## config.mk

```make
export PLATFORM = sky130hd
export DESIGN_NAME = iq_fetch_ctrl
export DESIGN_NICKNAME = d
export VERILOG_FILES = /design/src/rtl/iq_fetch_ctrl_pkg.sv /design/src/rtl/iq_credit_calc.sv /design/src/rtl/iq_fetch_ctrl.sv
export SDC_FILE = /design/constraint.sdc
export NUM_CORES = 1
export LEC_CHECK = 0
export BUFFER_PORTS_ARGS = -buffer_cell sky130_fd_sc_hd__buf_2
export CORE_MARGIN = 5
export CORE_UTILIZATION = 48
export CTS_BUF_LIST = sky130_fd_sc_hd__clkbuf_2
export DETAILED_ROUTE_END_ITERATION = 10
export HOLD_SLACK_MARGIN = 0.12
export PLACE_DENSITY = 0.83
export SLEW_MARGIN = 20
export SYNTH_ARGS = -nofsm -noshare
export SYNTH_HDL_FRONTEND = slang
export SYNTH_SLANG_ARGS = --single-unit
```

## constraint.sdc

```tcl
create_clock -name clk -period 4.6 [get_ports clk]
set_input_delay 0.92 -clock clk [delete_from_list [all_inputs] [get_ports clk]]
set_output_delay 0.92 -clock clk [all_outputs]
set_load 0.1 [all_outputs]
```

## src/rtl/iq_fetch_ctrl_pkg.sv

```systemverilog
// Shared constants for the fetch-side scheduler and the instruction queue:
// reset PC, fetch block size, IQ sizing, FSM encoding and redirect-select encoding.
package iq_fetch_ctrl_pkg;

    // First fetch address after reset.
    localparam logic [31:0] RESET_PC_DEF = 32'hBFC00000;

    // One fetch returns a 16-byte block, i.e. four 32-bit instructions,
    // so every in-flight fetch may occupy up to four IQ entries.
    localparam int unsigned FETCH_BYTES     = 16;
    localparam int unsigned SLOTS_PER_FETCH = FETCH_BYTES / 4;

    // Instruction-queue sizing, shared with the queue itself.
    localparam int unsigned IQ_CAP_DEF  = 16;
    localparam int unsigned IQ_GAP_DEF  = 1;
    localparam int unsigned MAX_OUT_DEF = 2;

    // Scheduler FSM encoding.
    localparam logic [1:0] ST_BOOT  = 2'd0;
    localparam logic [1:0] ST_RUN   = 2'd1;
    localparam logic [1:0] ST_DRAIN = 2'd2;

    // Redirect source select, highest priority first.
    localparam logic [1:0] SEL_NONE = 2'd0;
    localparam logic [1:0] SEL_EXC  = 2'd1;
    localparam logic [1:0] SEL_SBA  = 2'd2;
    localparam logic [1:0] SEL_PRED = 2'd3;

    // Start of the next sequential 16-byte fetch block.
    function automatic logic [31:0] next_fetch_pc(input logic [31:0] pc);
        return {pc[31:4] + 28'd1, 4'b0000};
    endfunction

endpackage

```

## src/rtl/iq_credit_calc.sv

```systemverilog
// Combinational credit check: may one more 16-byte fetch be launched without
// risking IQ overflow, given current occupancy and fetches already in flight.
module iq_credit_calc
    import iq_fetch_ctrl_pkg::*;
#(
    parameter int unsigned IQ_CAP  = IQ_CAP_DEF,
    parameter int unsigned IQ_GAP  = IQ_GAP_DEF,
    parameter int unsigned MAX_OUT = MAX_OUT_DEF,
    parameter int unsigned IQ_W    = $clog2(IQ_CAP) + 1,
    parameter int unsigned OUT_W   = $clog2(MAX_OUT + 1)
) (
    input  logic [IQ_W-1:0]  iq_number,
    input  logic [OUT_W-1:0] outstanding,
    output logic             credit_ok
);

    // Wide enough that occupancy + 4*outstanding + 4 never wraps.
    localparam int unsigned CW = IQ_W + OUT_W + 2;

    logic [CW-1:0] need;
    logic [CW-1:0] limit;

    // Reserve a full block for every in-flight fetch plus the candidate one.
    always_comb begin
        need      = CW'(iq_number) + CW'(outstanding) * CW'(SLOTS_PER_FETCH)
                    + CW'(SLOTS_PER_FETCH);
        limit     = CW'(IQ_CAP - IQ_GAP);
        credit_ok = (32'(outstanding) < MAX_OUT) && (need <= limit);
    end

endmodule

```

## src/rtl/iq_fetch_ctrl.sv

```systemverilog
// Fetch-side scheduler for the instruction queue: launches credit-checked
// sequential fetches, redirects on flush/exception/predicted-taken, and
// squashes stale in-flight responses before they reach the IQ.
module iq_fetch_ctrl
    import iq_fetch_ctrl_pkg::*;
#(
    parameter int unsigned IQ_CAP   = IQ_CAP_DEF,
    parameter int unsigned IQ_GAP   = IQ_GAP_DEF,
    parameter int unsigned MAX_OUT  = MAX_OUT_DEF,
    parameter logic [31:0] RESET_PC = RESET_PC_DEF,
    parameter int unsigned IQ_W     = $clog2(IQ_CAP) + 1,
    parameter int unsigned OUT_W    = $clog2(MAX_OUT + 1)
) (
    input  logic             clk,
    input  logic             rst,
    input  logic             SBA_flush_w_i,
    input  logic [31:0]      SBA_flushPC_i,
    input  logic             CP0_excOccur_w_i,
    input  logic [31:0]      CP0_excPC_i,
    input  logic [IQ_W-1:0]  IQ_number_w,
    output logic             fetchReq_valid_o,
    input  logic             fetchReq_ready_i,
    output logic [31:0]      fetchReq_PC_o,
    input  logic             IF_respValid_i,
    input  logic             IF_predRedirect_i,
    input  logic [31:0]      IF_predTarget_i,
    output logic             IQ_writeValid_o,
    output logic [OUT_W-1:0] IF_outstanding_o
);

    logic [1:0]       state_q, state_d;
    logic [31:0]      pc_q, pc_d;
    logic [OUT_W-1:0] out_q, out_d;
    logic [OUT_W-1:0] drop_q, drop_d;

    logic       flush_any;
    logic       credit_ok;
    logic       fire;
    logic       keep;
    logic [1:0] sel;

    iq_credit_calc #(
        .IQ_CAP  (IQ_CAP),
        .IQ_GAP  (IQ_GAP),
        .MAX_OUT (MAX_OUT),
        .IQ_W    (IQ_W),
        .OUT_W   (OUT_W)
    ) u_credit (
        .iq_number   (IQ_number_w),
        .outstanding (out_q),
        .credit_ok   (credit_ok)
    );

    // Request valid, accept, and response keep/squash decisions.
    always_comb begin
        flush_any        = CP0_excOccur_w_i || SBA_flush_w_i;
        fetchReq_valid_o = (state_q != ST_BOOT) && !flush_any && credit_ok;
        fire             = fetchReq_valid_o && fetchReq_ready_i;
        keep             = IF_respValid_i && (drop_q == '0) && !flush_any;
        IQ_writeValid_o  = keep;
    end

    // Redirect source, exception over branch flush over predicted-taken.
    always_comb begin
        sel = SEL_NONE;
        if (CP0_excOccur_w_i) begin
            sel = SEL_EXC;
        end else if (SBA_flush_w_i) begin
            sel = SEL_SBA;
        end else if (keep && IF_predRedirect_i) begin
            sel = SEL_PRED;
        end
    end

    // Next PC, in-flight count, drop count and FSM state.
    always_comb begin
        out_d  = out_q + OUT_W'(fire) - OUT_W'(IF_respValid_i);
        pc_d   = pc_q;
        drop_d = drop_q;
        unique case (sel)
            SEL_EXC: begin
                pc_d   = CP0_excPC_i;
                // Every older in-flight response is wrong-path.
                drop_d = out_q - OUT_W'(IF_respValid_i);
            end
            SEL_SBA: begin
                pc_d   = SBA_flushPC_i;
                drop_d = out_q - OUT_W'(IF_respValid_i);
            end
            SEL_PRED: begin
                pc_d   = IF_predTarget_i;
                // Younger in-flight fetches, including one accepted now, follow the wrong path.
                drop_d = out_q - OUT_W'(1) + OUT_W'(fire);
            end
            default: begin
                if (fire) begin
                    pc_d = next_fetch_pc(pc_q);
                end
                if (IF_respValid_i && (drop_q != '0)) begin
                    drop_d = drop_q - OUT_W'(1);
                end
            end
        endcase
        // BOOT always lasts one cycle; afterwards the drop count selects RUN/DRAIN.
        state_d = (drop_d != '0) ? ST_DRAIN : ST_RUN;
    end

    // State registers with asynchronous reset.
    always_ff @(posedge clk or posedge rst) begin
        if (rst) begin
            state_q <= ST_BOOT;
            pc_q    <= RESET_PC;
            out_q   <= '0;
            drop_q  <= '0;
        end else begin
            state_q <= state_d;
            pc_q    <= pc_d;
            out_q   <= out_d;
            drop_q  <= drop_d;
        end
    end

    // Registered outputs.
    always_comb begin
        fetchReq_PC_o    = pc_q;
        IF_outstanding_o = out_q;
    end

endmodule

```

==> results of run 1 <==
-- placed cells by master, fill, tap and decap left out, drive strengths merged, types with 3 or more instances in the layout --
master and instances:
dfrtp 29, a22oi 12, buf 148, nand2 23, a221oi 5, nor3 4
a21o 3, clkbuf 5, nor2b 3, o21ai 34, a221o 11, a21oi 44
nand3 15, and4 3, a222oi 13, ha 10, inv 23, a2bb2oi 5
xnor2 8, dfstp 9, nand2b 3, nor4 7, and2 4, nand4 6
nor2 26, or2 3, and3 5, o21a 3
-- layout make-up --
class | instances | area (um2)
clock buffer | 5 | 25.02
clock inverter | 3 | 68.82
fill | 529 | 2113
inverter | 23 | 86.33
multi-input combinational | 266 | 1768
sequential | 38 | 962.2
tap | 75 | 93.84
timing repair buffer | 148 | 768.2
-- sequential cells by signal, summed over array words and instances, names as in the netlist --
signal / flops
drop_q: 2
state_q: 2
fetchReq_PC_o: 32
IF_outstanding_o: 2
-- cell families after synthesis --
kind of cell | synth area share, %
DFF | 33.22
xor gates and xnor gates | 2.722
AOI/OAI and AO/OA | 32.74
adders and majority gates | 5.011
buffers and inverters | 6.004
and+or+nand+nor | 20.30
-- metal layers --
metal | global-route usage, % | up-vias | wire (um)
met1 | 32.18 | 1612 | 3775
met3 | 4.610 | 14 | 979
met2 | 43.42 | 190 | 4767
met5 | 0 | - | 0
li1 | - | 1592 | -
met4 | 5.160 | 0 | 94
-- Yosys cell counts, types with 2 or more instances --
cell type | instances | area share [%]
nand3_1 | 15 | 2.6
nand2_1 | 23 | 3.0
buf_2 | 7 | 1.2
a21oi_1 | 44 | 7.6
o31ai_1 | 2 | 0.52
nor3_1 | 2 | 0.35
ha_1 | 10 | 4.3
and4_1 | 3 | 0.91
inv_1 | 22 | 2.9
nor2_1 | 25 | 3.2
nor4_1 | 4 | 0.86
a21o_1 | 3 | 0.78
nor4_2 | 3 | 1.3
a222oi_1 | 13 | 4.5
nor2b_1 | 3 | 0.65
dfrtp_1 | 29 | 25
dfstp_2 | 9 | 8.2
o21a_1 | 3 | 0.78
a22oi_1 | 12 | 3.1
xnor2_1 | 8 | 2.4
o21ai_1 | 2 | 0.35
a221o_1 | 11 | 3.8
or2_2 | 2 | 0.43
nand4_1 | 5 | 1.1
o21ai_0 | 31 | 5.4
a2bb2oi_1 | 5 | 1.5
and3_1 | 5 | 1.1
a221oi_1 | 5 | 1.5
clkbuf_1 | 12 | 1.6
nand2b_1 | 3 | 0.65
and2_1 | 4 | 0.86
-- per-stage QoR --
step | std cells | total power [uW] | area, um2
after global placement | 550 | 1345 | 3679
after CTS | 558 | 1647 | 3772
after global routing | 558 | 1737 | 3772
final | 558 | 1650 | 3772
after floorplan | 347 | 1179 | 2904
after detailed placement | 550 | 1374 | 3679
-- worst min-delay path by stage --
stage                   endpoint  slack [ns]  cells after the start
2_1_floorplan          drop_q[0]        0.60                      2
3_3_place_gp    fetchReq_PC_o[1]        0.49                      1
3_5_place_dp    fetchReq_PC_o[3]        0.50                      1
4_1_cts        fetchReq_PC_o[31]        0.53                      1
5_1_grt        fetchReq_PC_o[31]        0.55                      1
6_report       fetchReq_PC_o[31]        0.53                      1
-- power breakdown --
| part | internal, uW | total, uW | leakage (uW) | switching [uW] |
|---|---|---|---|---|
| Sequential | 407 | 483 | 0.000449 | 76.5 |
| Clock | 147 | 274 | 0.0000532 | 127 |
| Combinational | 236 | 892 | 0.00125 | 656 |
| Total | 790 | 1650 | 0.00175 | 860 |
-- worst max-delay path, delay by kind of cell --
family          cells  cell delay [ns]
fa+ha+maj           3             0.86
simple gates        3             0.63
compound gates      1             0.41
buf+inv             4             0.37
==> flow_summary.toml, run 1 <==
[route]
post-route-drc-count = 0
wl_um = 9617
ant_nets = 0
dr.pass1.iters = 6
wl_per_cell_um = 17.23
viasPerCell = 6.108
vias = 3408
drt_iter0_drc = 355

[die]
fp.dieH_um = 87.68
start_util_pct = 49.21
row_count = 28
core_um2 = 5886
dieArea_um2 = 7688
die_w_um = 87.68
io_pins = 144

[setup_path]
setup.worst_path.end = "fetchReq_valid_o"
r2r_cells = 15
cp.required_ns = 3.68
r2r_setup_slack_ns = 0.95
r2r-end = "state_q[1]"
crit_chain = "buf_2 -> ha_1 -> inv_1 -> fa_1 -> inv_1 -> ha_1 -> nor2b_1 -> o31ai_1 -> nand4_4 -> nor2_4 -> buf_12"
cp-startpoint = "IQ_number_w[2]"
worstPathMaxFanout = 10
critPathMaxStageDelay_ns = 0.48
startpoint_type = "primary input"
cpMaxStageDelayCell = "fa_1"
cp.arrival_ns = 3.20
endpoint_kind = "output port"
r2r-start = "IF_outstanding_o[1]"
critPathKind = "primary input to output port"

[timing]
min_period_ns = 4.124
max_freq_ghz = 0.2425
worst_slew_pin_slew_ns = 0.7290
worst_slack_ns = 0.4758
slew_viol_final = 0
setup_viol = 0
rsz0062_at_grt = "false"
slew_headroom_pct = 51.39
whs_ns = 0.5343
final.setup.tns_ns = 0
finClkSkew_ns = 0.03569
period_share_pct = 89.66
hold_viol_final = 0

[power]
power_density_nw_per_um2 = 437.3
ir_drop_uv = 300.3
leakage_uw = 0.001749

[clocking]
cts-htree-levels = 2
post-cts-setup-buffers = 0
cts_tree = "done"
clock_latency_ns = 0.42
cts_root_buf = "clkbuf_2"
clk_path_buf_depth = 2
cts_sinks = 38
ctsResizeCount = 0
cts-buffers-inserted = 5
clk_pin_slew_ns = 0.22
hold_buffers = 0

[yosys]
ys_warn_count = 0
yosys_register_bits = 38
ys.flop_type = "dfrtp_1"
yosysSeqAreaShare_pct = 33.22
synth_edf_count = 0
synth_area_per_cell_um2 = 8.347
synth_nets = 466
async_reset_ff_share_pct = 100.0
synthesis.area_um2 = 2897
ys_types = 53
syn_inst = 347

[global_routing]
grt_usage_pct = 24.88
grt_max_degree = 45
grt-ovfl-total = 0
grt_pass1_wl_um = 15260
grt_antenna_before_repair = 0
grt_pass1_vias = 3285

[placed_design]
gp_congestion = 0.8994
hpwl_um = 7234
port_buffers = 143
place_ws_ns = 0.4082

[cells_and_area]
syn2layout_area_growth_pct = 30.24
final_nets = 601
layout-drive-gt1-share_pct = 37.06
finalCoreUtilization_pct = 64.09
antenna_cells = 0

[min_path]
hp-class = "flop to flop"
min_from = "fetchReq_PC_o[31]"

[flow_run]
maxCapViolCount = 0

[status]
run_status = "completed"
No activity file was read; power rests on OpenSTA's default activity.
==> run 2, diff against run 1 <==
CORE_ASPECT_RATIO = 0.6   (was default)
==> flow_summary.toml, run 2 (synthesis gave the netlist of run 1 again) <==
[route]
ant_nets = 0
vias = 3471
viasPerCell = 6.122
wl_per_cell_um = 18.53
dr.pass1.iters = 6
drt_iter0_drc = 375
wl_um = 10510
post-route-drc-count = 0

[power]
power.switching_uw = 873.2
seq_power_share_pct = 29.3
leakage_uw = 0.001764
sw_frac_of_total_pct = 52.30
combPwrFrac_pct = 54.5
ir_drop_uv = 276.9
p_int_uw = 796.3
p_clk_share_pct = 16.2
power_density_nw_per_um2 = 438.9

[setup_path]
critPathKind = "primary input to output port"
cp.arrival_ns = 3.09
endpoint_kind = "output port"
startpoint_type = "primary input"
r2r_cells = 15
cp.required_ns = 3.68
worstPathMaxFanout = 3

[cells_and_area]
multi_input_area_um2 = 1768
layout-drive-gt1-share_pct = 37.37
final_nets = 605
largest_reg_flops = 32
n_fill_cell = 495
syn2layout_area_growth_pct = 31.32
seq_area_um2 = 962.2
stdcell_count = 567
final_cell_mix = "buf_2, a21oi_1, o21ai_0"
final_cell_area_um2 = 3804
antenna_cells = 0
final_common_cell = "buf_2"

[timing]
slew_viol_final = 0
hold_viol_final = 0
worst_slack_ns = 0.5864
rsz0062_at_grt = "false"
final.setup.tns_ns = 0
setup_viol = 0
whs_ns = 0.5346
worst_slew_pin_slew_ns = 0.7313
finClkSkew_ns = 0.02736
slew_headroom_pct = 50.80
max_freq_ghz = 0.2492
min_period_ns = 4.014
period_share_pct = 87.25

[placed_design]
placedCellCount = 559
port_buffers = 143
dpl_cell_area_um2 = 3715
hpwl_um = 8068
gp_congestion = 0.9715
place_ws_ns = 0.5295

[global_routing]
grt-ovfl-total = 0
grt_pass1_vias = 3435
grt_antenna_before_repair = 0
grt_usage_pct = 26.76
grt_pass1_wl_um = 16390
grt_max_degree = 45

[status]
run_status = "completed"

[die]
row_count = 21
dieArea_um2 = 7739
start_util_pct = 50.80
fp.dieH_um = 70.17
die_w_um = 110.3
core_um2 = 5702
io_pins = 144

[flow_run]
maxCapViolCount = 0

[min_path]
hp-class = "flop to flop"
holdPathStages = 1

[clocking]
cts-htree-levels = 2
hold_buffers = 0
cts_tree = "done"
cts_root_buf = "clkbuf_2"
clk_path_buf_depth = 2
cts-buffers-inserted = 5
cts_sinks = 38
clk_pin_slew_ns = 0.22
post-cts-setup-buffers = 0
clock_latency_ns = 0.42
ctsResizeCount = 0
-- run 2: final timing paths --
check | slack, ns | from | to
setup / recovery | 0.59 | IQ_number_w[2] | fetchReq_valid_o
hold / removal | 0.53 | fetchReq_PC_o[31] | fetchReq_PC_o[31]
setup reg to reg | 0.95 | IF_outstanding_o[1] | state_q[1]
hold reg to reg | 0.53 | fetchReq_PC_o[31] | fetchReq_PC_o[31]
max in group asynchronous | 3.66 | rst | fetchReq_PC_o[14]
min in group asynchronous | 0.56 | rst | fetchReq_PC_o[6]
-- run 2: critical path, stage by stage --
cell and delay [ns]:
buf_2 0.09, ha_1 0.14, inv_1 0.06, fa_1 0.51, inv_1 0.07, ha_1 0.22, nor2b_1 0.14, o31ai_1 0.42
nand4_4 0.20, nor2_4 0.14, buf_12 0.18
-- run 2: area by class of cell --
type	instances	share of cell area [%]
Multi-Input combinational cell	266	46.48
Clock inverter	3	1.678
Inverter	23	2.270
Timing Repair Buffer	152	20.99
Tap cell	80	2.632
Clock buffer	5	0.6579
Sequential cell	38	25.30
-- run 2: power groups by stage --
stage	clock, uW	combinational (uW)	sequential, uW
4_1_cts	270	905	486
2_1_floorplan	0	357	823
6_report	270	910	489
3_5_place_dp	0	901	492
5_1_grt	283	963	498
3_3_place_gp	0	874	488
-- run 2: metrics by stage --
stage               utilization [%]  total power, uW
floorplan                         -             1179
global placement              65.15             1362
detailed placement            65.15             1393
CTS                           66.71             1661
global route                  66.71             1744
finish                        66.71             1670
-- run 2: per-layer routing --
layer,GRT usage [%],share of wire (%),up-vias
met2,40.79,43,216
met3,8.471,12,18
met5,0,0,-
met1,36.47,44,1632
met4,7.377,1.3,0
li1,-,-,1605
